===== src/rtl/fifo_lane_dispatch_1w2r.sv =====
// One-write / two-lane-read FIFO: the oldest two entries are presented in parallel, and the consumer pops 0, 1 or 2 per cycle.
// Optional sticky protocol-error flag enabled by defining FIFO_LANE_DISPATCH_1W2R_ERR_EN.
module fifo_lane_dispatch_1w2r #(
  parameter int unsigned WIDTH = 32,
  parameter int unsigned DEPTH = 8
) (
  input  logic                     clk,
  input  logic                     rst,
  input  logic [WIDTH-1:0]         data_in,
  input  logic                     valid_in,
  output logic                     ready_in,
  output logic [WIDTH-1:0]         data_out0,
  output logic [WIDTH-1:0]         data_out1,
  output logic                     valid_out0,
  output logic                     valid_out1,
  input  logic [1:0]               pop_num,
  output logic [$clog2(DEPTH):0]   count,
  output logic                     err
);

  localparam int unsigned AW = $clog2(DEPTH);
  localparam int unsigned CW = AW + 1;

  logic [WIDTH-1:0] mem_q [DEPTH];
  logic [AW-1:0]    rd_ptr_q, rd_ptr_d;
  logic [AW-1:0]    wr_ptr_q, wr_ptr_d;
  logic [CW-1:0]    count_q, count_d;
  logic [AW-1:0]    rd_ptr_nx_c;
  logic             wr_en_c;
  logic [1:0]       pop_req_c;
  logic [1:0]       eff_pop_c;

  // Accept, clamp the pop request to what is stored, and advance the pointers.
  always_comb begin
    wr_en_c   = valid_in && (count_q < CW'(DEPTH));
    pop_req_c = (pop_num == 2'd3) ? 2'd2 : pop_num;
    eff_pop_c = (CW'(pop_req_c) > count_q) ? count_q[1:0] : pop_req_c;
    wr_ptr_d  = wr_en_c ? (wr_ptr_q + AW'(1)) : wr_ptr_q;
    rd_ptr_d  = rd_ptr_q + AW'(eff_pop_c);
    count_d   = count_q + CW'(wr_en_c) - CW'(eff_pop_c);
  end

  always_ff @(posedge clk or posedge rst) begin
    if (rst) begin
      rd_ptr_q <= '0;
      wr_ptr_q <= '0;
      count_q  <= '0;
    end else begin
      rd_ptr_q <= rd_ptr_d;
      wr_ptr_q <= wr_ptr_d;
      count_q  <= count_d;
    end
  end

  // Storage is intentionally not reset; the cleared count hides stale entries.
  always_ff @(posedge clk) begin
    if (wr_en_c) begin
      mem_q[wr_ptr_q] <= data_in;
    end
  end

  assign rd_ptr_nx_c = rd_ptr_q + AW'(1);
  assign ready_in    = (count_q < CW'(DEPTH));
  assign valid_out0  = (count_q >= CW'(1));
  assign valid_out1  = (count_q >= CW'(2));
  assign data_out0   = valid_out0 ? mem_q[rd_ptr_q]    : '0;
  assign data_out1   = valid_out1 ? mem_q[rd_ptr_nx_c] : '0;
  assign count       = count_q;

`ifdef FIFO_LANE_DISPATCH_1W2R_ERR_EN
  logic err_q, err_d;

  // Sticky: over-pop or the reserved pop code latches until reset.
  always_comb begin
    err_d = err_q | (pop_num == 2'd3) | (CW'(pop_num) > count_q);
  end

  always_ff @(posedge clk or posedge rst) begin
    if (rst) begin
      err_q <= 1'b0;
    end else begin
      err_q <= err_d;
    end
  end

  assign err = err_q;
`else
  assign err = 1'b0;
`endif

endmodule


===== config.mk =====
export PLATFORM = sky130hd
export DESIGN_NAME = fifo_lane_dispatch_1w2r
export DESIGN_NICKNAME = d
export VERILOG_FILES = /design/src/rtl/fifo_lane_dispatch_1w2r.sv
export SDC_FILE = /design/constraint.sdc
export NUM_CORES = 1
export LEC_CHECK = 0
export CAP_MARGIN = 20
export CORE_ASPECT_RATIO = 1.1
export CORE_MARGIN = 5
export CORE_UTILIZATION = 45
export CTS_BUF_LIST = sky130_fd_sc_hd__clkbuf_8
export DETAILED_ROUTE_END_ITERATION = 12
export HOLD_SLACK_MARGIN = 0.08
export PLACE_DENSITY = 0.78
export SLEW_MARGIN = 15
export SYNTH_ARGS = -nofsm -noshare
export SYNTH_HDL_FRONTEND = slang
export SYNTH_SLANG_ARGS = --single-unit

===== constraint.sdc =====
create_clock -name clk -period 3.4 [get_ports clk]
set_clock_uncertainty 0.15 [all_clocks]
set_input_delay 0.34 -clock clk [delete_from_list [all_inputs] [get_ports clk]]
set_output_delay 0.34 -clock clk [all_outputs]
set_load 0.05 [all_outputs]

# Yosys cells after proc, flatten, opt, wreduce, memory -nomap -nowiden
# Memory sizes are Yosys's and may differ from the RTL's.
# Index checks and enable logic that the tools add are counted.
# totals
out_inout_bits	72
ram_bits	256
ff_bits	10
n_memories	1
in_bits	37
# classes
n_eq_ne	1
n_mux	6
n_reduce_logical	1
n_lt_le_gt_ge	4
add_sub_neg	5
# mem_list
name	words	word_bits	read_ports	rd_clocked_by_memory_dff	write_ports	line	rtl
mem_q	8	32	2	0	1	24	logic [WIDTH-1:0] mem_q [DEPTH];
# op_table
cell	count
$mux 32	2
$add 3x1->3 const B	2
$add 4x1->4	1
$ge 4x1->1 const B	1
$ge 4x2->1 const B	1
$gt 2x4->1	1
$lt 4x4->1 const B	1
$mux 2	2
$sub 4x2->4	1
$add 3x2->3	1
$eq 2x2->1 const B	1
$mux 1	2
$logic_and 1x1->1	1

# Depth between registers and ports, before layout
# Gate-level depths: netlist of run 1.
# logic_depth
word_depth	5
depth_mapped	11
mapped_depth_nobuf	11

# Worst setup path before layout of run 1
# Ideal clock, no wire load.
# synth_timing
kind	reg2reg
startpoint	register count_q[3], in the netlist count[3]
endpoint	memory mem_q[1][0] (enable)
t_arrival_ns	3.319
required_ns	2.789
period_less_slack_ns	3.930
path_stages_with_launch	4
slack_ns	-0.530
setup_ns	0.461
path_buffers	0
cell_sequence	dfrtp_1 -> nor2b_1 -> nand2_1 -> nor3_1
# synth_via
elab_chain_cells	4
# synth_rtl
item	line	rtl
start: declaration	27	logic [CW-1:0] count_q, count_d;
start signal: assignment	51	count_q <= count_d;
$lt 4x4->1	35	wr_en_c = valid_in && (count_q < CW'(DEPTH));
$logic_and 1x1->1	35	
$mux 1	57	if (wr_en_c) begin
$mux 1 (implied by the code)	58	mem_q[wr_ptr_q] <= data_in;
end: declaration	24	
# Every way passes these cells.

# Final worst setup path of run 1
# layout_timing
startpoint	register rd_ptr_q[1]
endpoint	output port data_out1[20]
# layout_via
elab_chain_cells	3
# layout_rtl
item	line	rtl
start: declaration	25	logic [AW-1:0] rd_ptr_q, rd_ptr_d;
start signal: assignment	49	rd_ptr_q <= rd_ptr_d;
$add 3x1->3	62	assign rd_ptr_nx_c = rd_ptr_q + AW'(1);
$mem_v2 8x32	n/a	
$mux 32	67	assign data_out1 = valid_out1 ? mem_q[rd_ptr_nx_c] : '0;
end: declaration	13	output logic [WIDTH-1:0] data_out1,
# Every way passes these cells.

==> results of run 1 <==
## repair_timing
| item | 4_1_cts | 5_1_grt |
|---|---|---|
| resized for setup | 5 | 5 |
| gates cloned | 0 | 3 |
| endpoints found under the hold margin | 10 | 0 |
| endpoints found under the setup margin | 23 | 14 |
| hold buffers | 1 | 0 |
| pin swaps | 1 | 4 |
| setup buffers | 1 | 9 |
## layout make-up
| cell class | instances | area, µm² | area share |
|---|---|---|---|
| timing repair buffer | 161 | 2270 | 0.137 |
| inverter | 9 | 33.8 | 0.00204 |
| clock buffer | 46 | 633 | 0.0382 |
| clock inverter | 29 | 174 | 0.0105 |
| sequential | 266 | 7940 | 0.479 |
| multi-input combinational | 511 | 5060 | 0.305 |
| tap | 368 | 460 | 0.0278 |
## per-stage QoR
| stage | cells | setup WS [ps] | hold slack [ps] | utilization |
|---|---|---|---|---|
| 2_1_floorplan | 851 | 53.9 | 30.2 | - |
| 3_3_place_gp | 1301 | 375 | 356 | 0.539 |
| 3_5_place_dp | 1301 | 302 | 360 | 0.539 |
| 4_1_cts | 1378 | 5.91 | 349 | 0.570 |
| 5_1_grt | 1390 | 2.09 | 361 | 0.576 |
| 6_report | 1390 | 28.5 | 373 | 0.576 |
## path summary, 6_finish.rpt
| check | startpoint | end | slack (ps) | depth (start not counted) |
|---|---|---|---|---|
| max | rd_ptr_q[1] | data_out1[20] | 30 | 5 |
| min | wr_ptr_q[0] | wr_ptr_q[0] | 370 | 1 |
| max reg2reg | count[1] | count[2] | 590 | 10 |
| min reg2reg | wr_ptr_q[0] | wr_ptr_q[0] | 370 | 1 |
| max in group asynchronous | rst | rd_ptr_q[1] | 2220 | 3 |
| min in group asynchronous | rst | wr_ptr_q[0] | 530 | 3 |
## state kept, by name, summed over array words and instances (netlist names)
name	count
wr_ptr_q	3
mem_q	256
count	4
rd_ptr_q	3
## cells by family after synthesis
family | count (synthesis)
AO/OA/AOI/OAI | 167
XOR/XNOR | 7
AND/OR/NAND/NOR | 94
adder cells (fa/ha/maj) | 14
multiplexers | 226
other | 1
buffers and inverters | 76
flip-flops | 266
## worst max-delay path, stage by stage (launching register included)
cell and delay [ps]:
dfrtp_4 540, ha_4 210, xnor2_2 260, and2_2 860
a2111oi_2 240, buf_12 230
## layer usage
layer	up-vias	routed length, µm	GRT usage
met2	363	17400	0.351
met3	81	2280	0.0383
li1	3721	-	-
met5	-	0	0
met1	4171	13700	0.245
met4	0	978	0.0715
## placed cells by master (no fill, tap or decap), types with 3 or more instances in the layout
cell / n
a221oi_2: 21
mux2_2: 65
inv_1: 24
o22ai_1: 32
edfxtp_1: 256
clkinv_1: 7
buf_12: 72
nand2_1: 38
a221oi_4: 9
dfrtp_1: 9
a211oi_1: 32
ha_1: 11
nand2b_1: 4
xor2_1: 5
a2111oi_4: 6
clkinv_2: 3
a2111oi_2: 26
nor2b_1: 34
mux2i_1: 161
clkdlybuf4s50_1: 42
buf_4: 43
clkbuf_8: 46
nor2_4: 7
a22oi_1: 32
==> key figures, run 1 <==
Synth
  • Post-synth net total: 902
  • Simple-gate share of the synthesized area: 0.0367
  • Area leader, netlist: edfxtp_1
  • Ys Warns: 0
  • Synth Area in XOR/XNOR: 0.00466
  • Adder-Cell Fraction of Synth Area: 0.0145
  • Synth top area share: 0.585
  • Library cells used by synthesis: 40
  • Post-synthesis compound-gate area fraction: 0.127
  • Post-synthesis mux area share: 0.178
  • Ranking of synthesized cells by area: edfxtp_1 (58%), mux2i_1 (12%), mux2_2 (5.6%), a2111oi_2 (3.7%), a221oi_2 (3.4%)
  • Mapped Area: 13,200 µm²
  • Largest family of logic cells by synthesized area: multiplexers
  • Synth top cells by count: edfxtp_1 (256), mux2i_1 (161), mux2_2 (65), nand2_1 (38), nor2b_1 (35)
  • Post-Syn Area per Cell: 15.5 µm²
  • Ys async rst share: 0.0376
  • Most frequent cell after synthesis: edfxtp_1
  • Top_reg_cell synth: edfxtp_1
  • Synth Instances: 851
  • Flops & latches, synth: 266
  • Post-synth EDFFs: 256
  • Share of the yosys chip area belonging to registers: 0.604

Timing
  • Slew margin rel.: 0.358
  • Final Max Slew Viols: 0
  • Unrepaired setup endpoints after global routing: no
  • Final setup violation count: 0
  • Min cycle time layout: 3370 ps
  • Fin. Hold Viols: 0
  • Period utilization: 0.992
  • Worst slew pin tran: 963 ps
  • Setup tns final: 0 ps
  • Fmax: 297 MHz

Detailed routing
  • Total number of vias: 8,336
  • Drt total wl: 34.3 mm
  • Antenna-violating nets left: 0
  • Vias/cell: 6.00
  • DRC violations left: 0
  • Pre-antenna DRT Iters: 5
  • DR WL/cell: 24.7 µm
  • Iter 0 DRT Violations: 706

Global route
  • First-pass GRT wire length: 50.9 mm
  • GR Overflow Total: 0
  • Vias in the first global route: 8,807
  • Tot GR Track Use: 0.199
  • Largest net degree at the start of global routing: 130
  • Number of antenna violations at the first check in global routing: 0

CTS
  • H-tree depth: 2
  • Clk Tree Root Cell: clkbuf_8
  • Bufs on Longest Clock Path: 3
  • Clk sinks: 266
  • CTS tree: yes
  • Inserted Clock Buffers: 43
  • Clk slew on worst S/H paths: 60 ps
  • Worst skew pair latency: 530 ps

Finish
  • ANT cells: 0
  • Design Area, Final: 16,600 µm²
  • Area Overhead vs Synth: 26.0%
  • Nets: 1,043
  • # fillers: 2,193
  • Share of cells above drive strength 1: 0.312

Flow run
  • Max_cap viols: 0

Setup path
  • Arr. time, crit path: 2880 ps
  • Crit Path Max Fanout: 16
  • Crit Path Category: flop to output port
  • Setup crit start kind: flop
  • CP Data Required Time: 2910 ps
  • CP Capture Type: output port

Hold path
  • Worst Hold Class: flop to flop

Floorplan
  • Die area: 32,700 µm²
  • Area of the core: 28,800 µm²
  • Initial Utilization: 0.457
  • Die X: 173 µm
  • I/O pins: 109
  • Rows: 65
  • Die height: 189 µm

Placement
  • Final GP Congestion: 0.793
  • DPL Wire Length: 20.2 mm
  • Area post-placement: 15,500 µm²
  • Port Buffers: 107

Status
  • Status: completed
Power of run 1 is not shown: default switching activity piles up to over one toggle a cycle in this logic, so the estimate is an artifact.
==> run 2: changes to the inputs <==
CORE_UTILIZATION = 43   (was 45)
PLACE_DENSITY = 0.75   (was 0.78)
==> key figures, run 2 (synthesis results as in run 1) <==
Detailed routing
  • Total number of vias: 8,143
  • DR WL/cell: 23.0 µm
  • Iter 0 DRT Violations: 551
  • DRC violations left: 0
  • Vias/cell: 5.69
  • Antenna-violating nets left: 0
  • Pre-antenna DRT Iters: 5
  • Drt total wl: 33.0 mm

Hold path
  • Hold depth: 1
  • Worst Hold Class: primary input to flop

Finish
  • Most flop-heavy register: mem_q
  • Register area: 7940 µm²
  • # fillers: 2,392
  • Number of flip-flops under the largest register name: 256
  • Most frequent cells in the layout: edfxtp_1 (256), mux2i_1 (161), buf_12 (71)
  • Area of the multi-input gates: 5010 µm²
  • ANT cells: 0
  • Commonest non-fill, non-tap cell in the layout: edfxtp_1
  • Nets: 1,035
  • Share of cells above drive strength 1: 0.311
  • Non-filler cells, final: 1,430
  • Area Overhead vs Synth: 25.5%

Floorplan
  • Die height: 193 µm
  • I/O pins: 109
  • Rows: 67
  • Initial Utilization: 0.433
  • Die area: 34,200 µm²
  • Die X: 177 µm
  • Area of the core: 30,300 µm²

Global route
  • Largest net degree at the start of global routing: 130
  • Vias in the first global route: 8,786
  • GR Overflow Total: 0
  • Number of antenna violations at the first check in global routing: 0
  • Tot GR Track Use: 0.190
  • First-pass GRT wire length: 50.4 mm

Timing
  • Setup tns final: 0 ps
  • Slew margin rel.: 0.414
  • Final Max Slew Viols: 0
  • Period utilization: 0.961
  • Min cycle time layout: 3270 ps
  • Unrepaired setup endpoints after global routing: no
  • Fmax: 306 MHz
  • Worst slew pin tran: 878 ps
  • Fin. Hold Viols: 0
  • Final setup violation count: 0

CTS
  • H-tree depth: 2
  • Worst skew pair latency: 560 ps
  • Clk sinks: 266
  • CTS tree: yes
  • Clk Tree Root Cell: clkbuf_8
  • Clk slew on worst S/H paths: 60 ps
  • Inserted Clock Buffers: 43
  • Bufs on Longest Clock Path: 3

Setup path
  • Crit path cell chain: ha_4 -> buf_12 -> mux2_2 -> o22ai_1 -> a2111oi_2 -> buf_4 -> buf_12
  • Delay-heaviest family, CP: buffers and inverters
  • CP Data Required Time: 2910 ps
  • Most frequent CP cell: buf_12
  • Crit Path Category: flop to output port
  • Worst Path Buf+Inv: 3
  • CP Capture Type: output port
  • Cell count along the critical path: 7
  • Path depth of the worst reg2reg path: 11
  • CP peak stage delay: 510 ps
  • Worst path slowest cell: dfrtp_2
  • Arr. time, crit path: 2780 ps
  • Crit Path Max Fanout: 50
  • Setup crit start kind: flop

Placement
  • Final GP Congestion: 0.780
  • DP Cell Count: 1,350
  • DPL Wire Length: 20.2 mm
  • Port Buffers: 107

Flow run
  • Max_cap viols: 0

Status
  • Status: completed
[run 2: cell types whose count changed in the layout (fill, tap and decap cells not counted), sizes merged]
cell,change
clkinv,+9
buf,-5
inv,-5
clkbuf,-3
and2,-2
clkdlybuf4s50,-1
dlymetal6s2s,+1
[run 2: cell type report]
type                       count  share of cell area
sequential                   266               0.481
multi-input combinational    509               0.304
timing repair buffer         155               0.132
clock buffer                  44              0.0367
tap                          414              0.0314
clock inverter                33              0.0124
inverter                       9             0.00205
[run 2: worst register-to-register path, cell delays in order, from the launching register on]
cell and delay (ps):
dfrtp_1 450, inv_1 110, ha_1 310, nor2b_1 130, o211ai_1 310, nand2_1 130
o21a_1 130, ha_1 310, ha_1 280, a21o_1 160, a21oi_1 170, xor2_1 150
[run 2: worst paths after layout]
path | end | slack (ps) | startpoint
max in group asynchronous | rd_ptr_q[1] | 2200 | rst
hold / removal | mem_q[2][2] | 370 | data_in[2]
setup / recovery | data_out1[31] | 130 | rd_ptr_q[0]
min in group asynchronous | wr_ptr_q[0] | 510 | rst
hold reg to reg | wr_ptr_q[0] | 370 | wr_ptr_q[0]
setup reg to reg | count[3] | 530 | count[1]
[run 2: repair_timing]
item / in CTS / in global routing
endpoints found under the hold margin: 10 / 0
setup buffers: 2 / 0
setup endpoints to repair: 21 / 7
pin swaps: 1 / 2
resized for setup: 5 / 6
gates cloned: 0 / 0
hold buffers: 1 / 0
[run 2: through the flow]
step	worst slack [ps]	utilization	cell area (µm²)	hold slack, ps
4_1_cts	48.8	0.542	16500	339
3_3_place_gp	370	0.514	15600	357
6_report	133	0.544	16500	365
2_1_floorplan	53.9	-	13300	30.2
3_5_place_dp	278	0.514	15600	354
5_1_grt	2.33	0.544	16500	369
[run 2: metal layers]
layer / up-vias / track usage / part of all wire
met4: 0 / 0.0671 / 0.031
met1: 4077 / 0.239 / 0.41
met3: 75 / 0.0340 / 0.055
met5: - / 0 / 0
met2: 288 / 0.328 / 0.51
li1: 3703 / - / -
Power of run 2 is left out for the same reason.
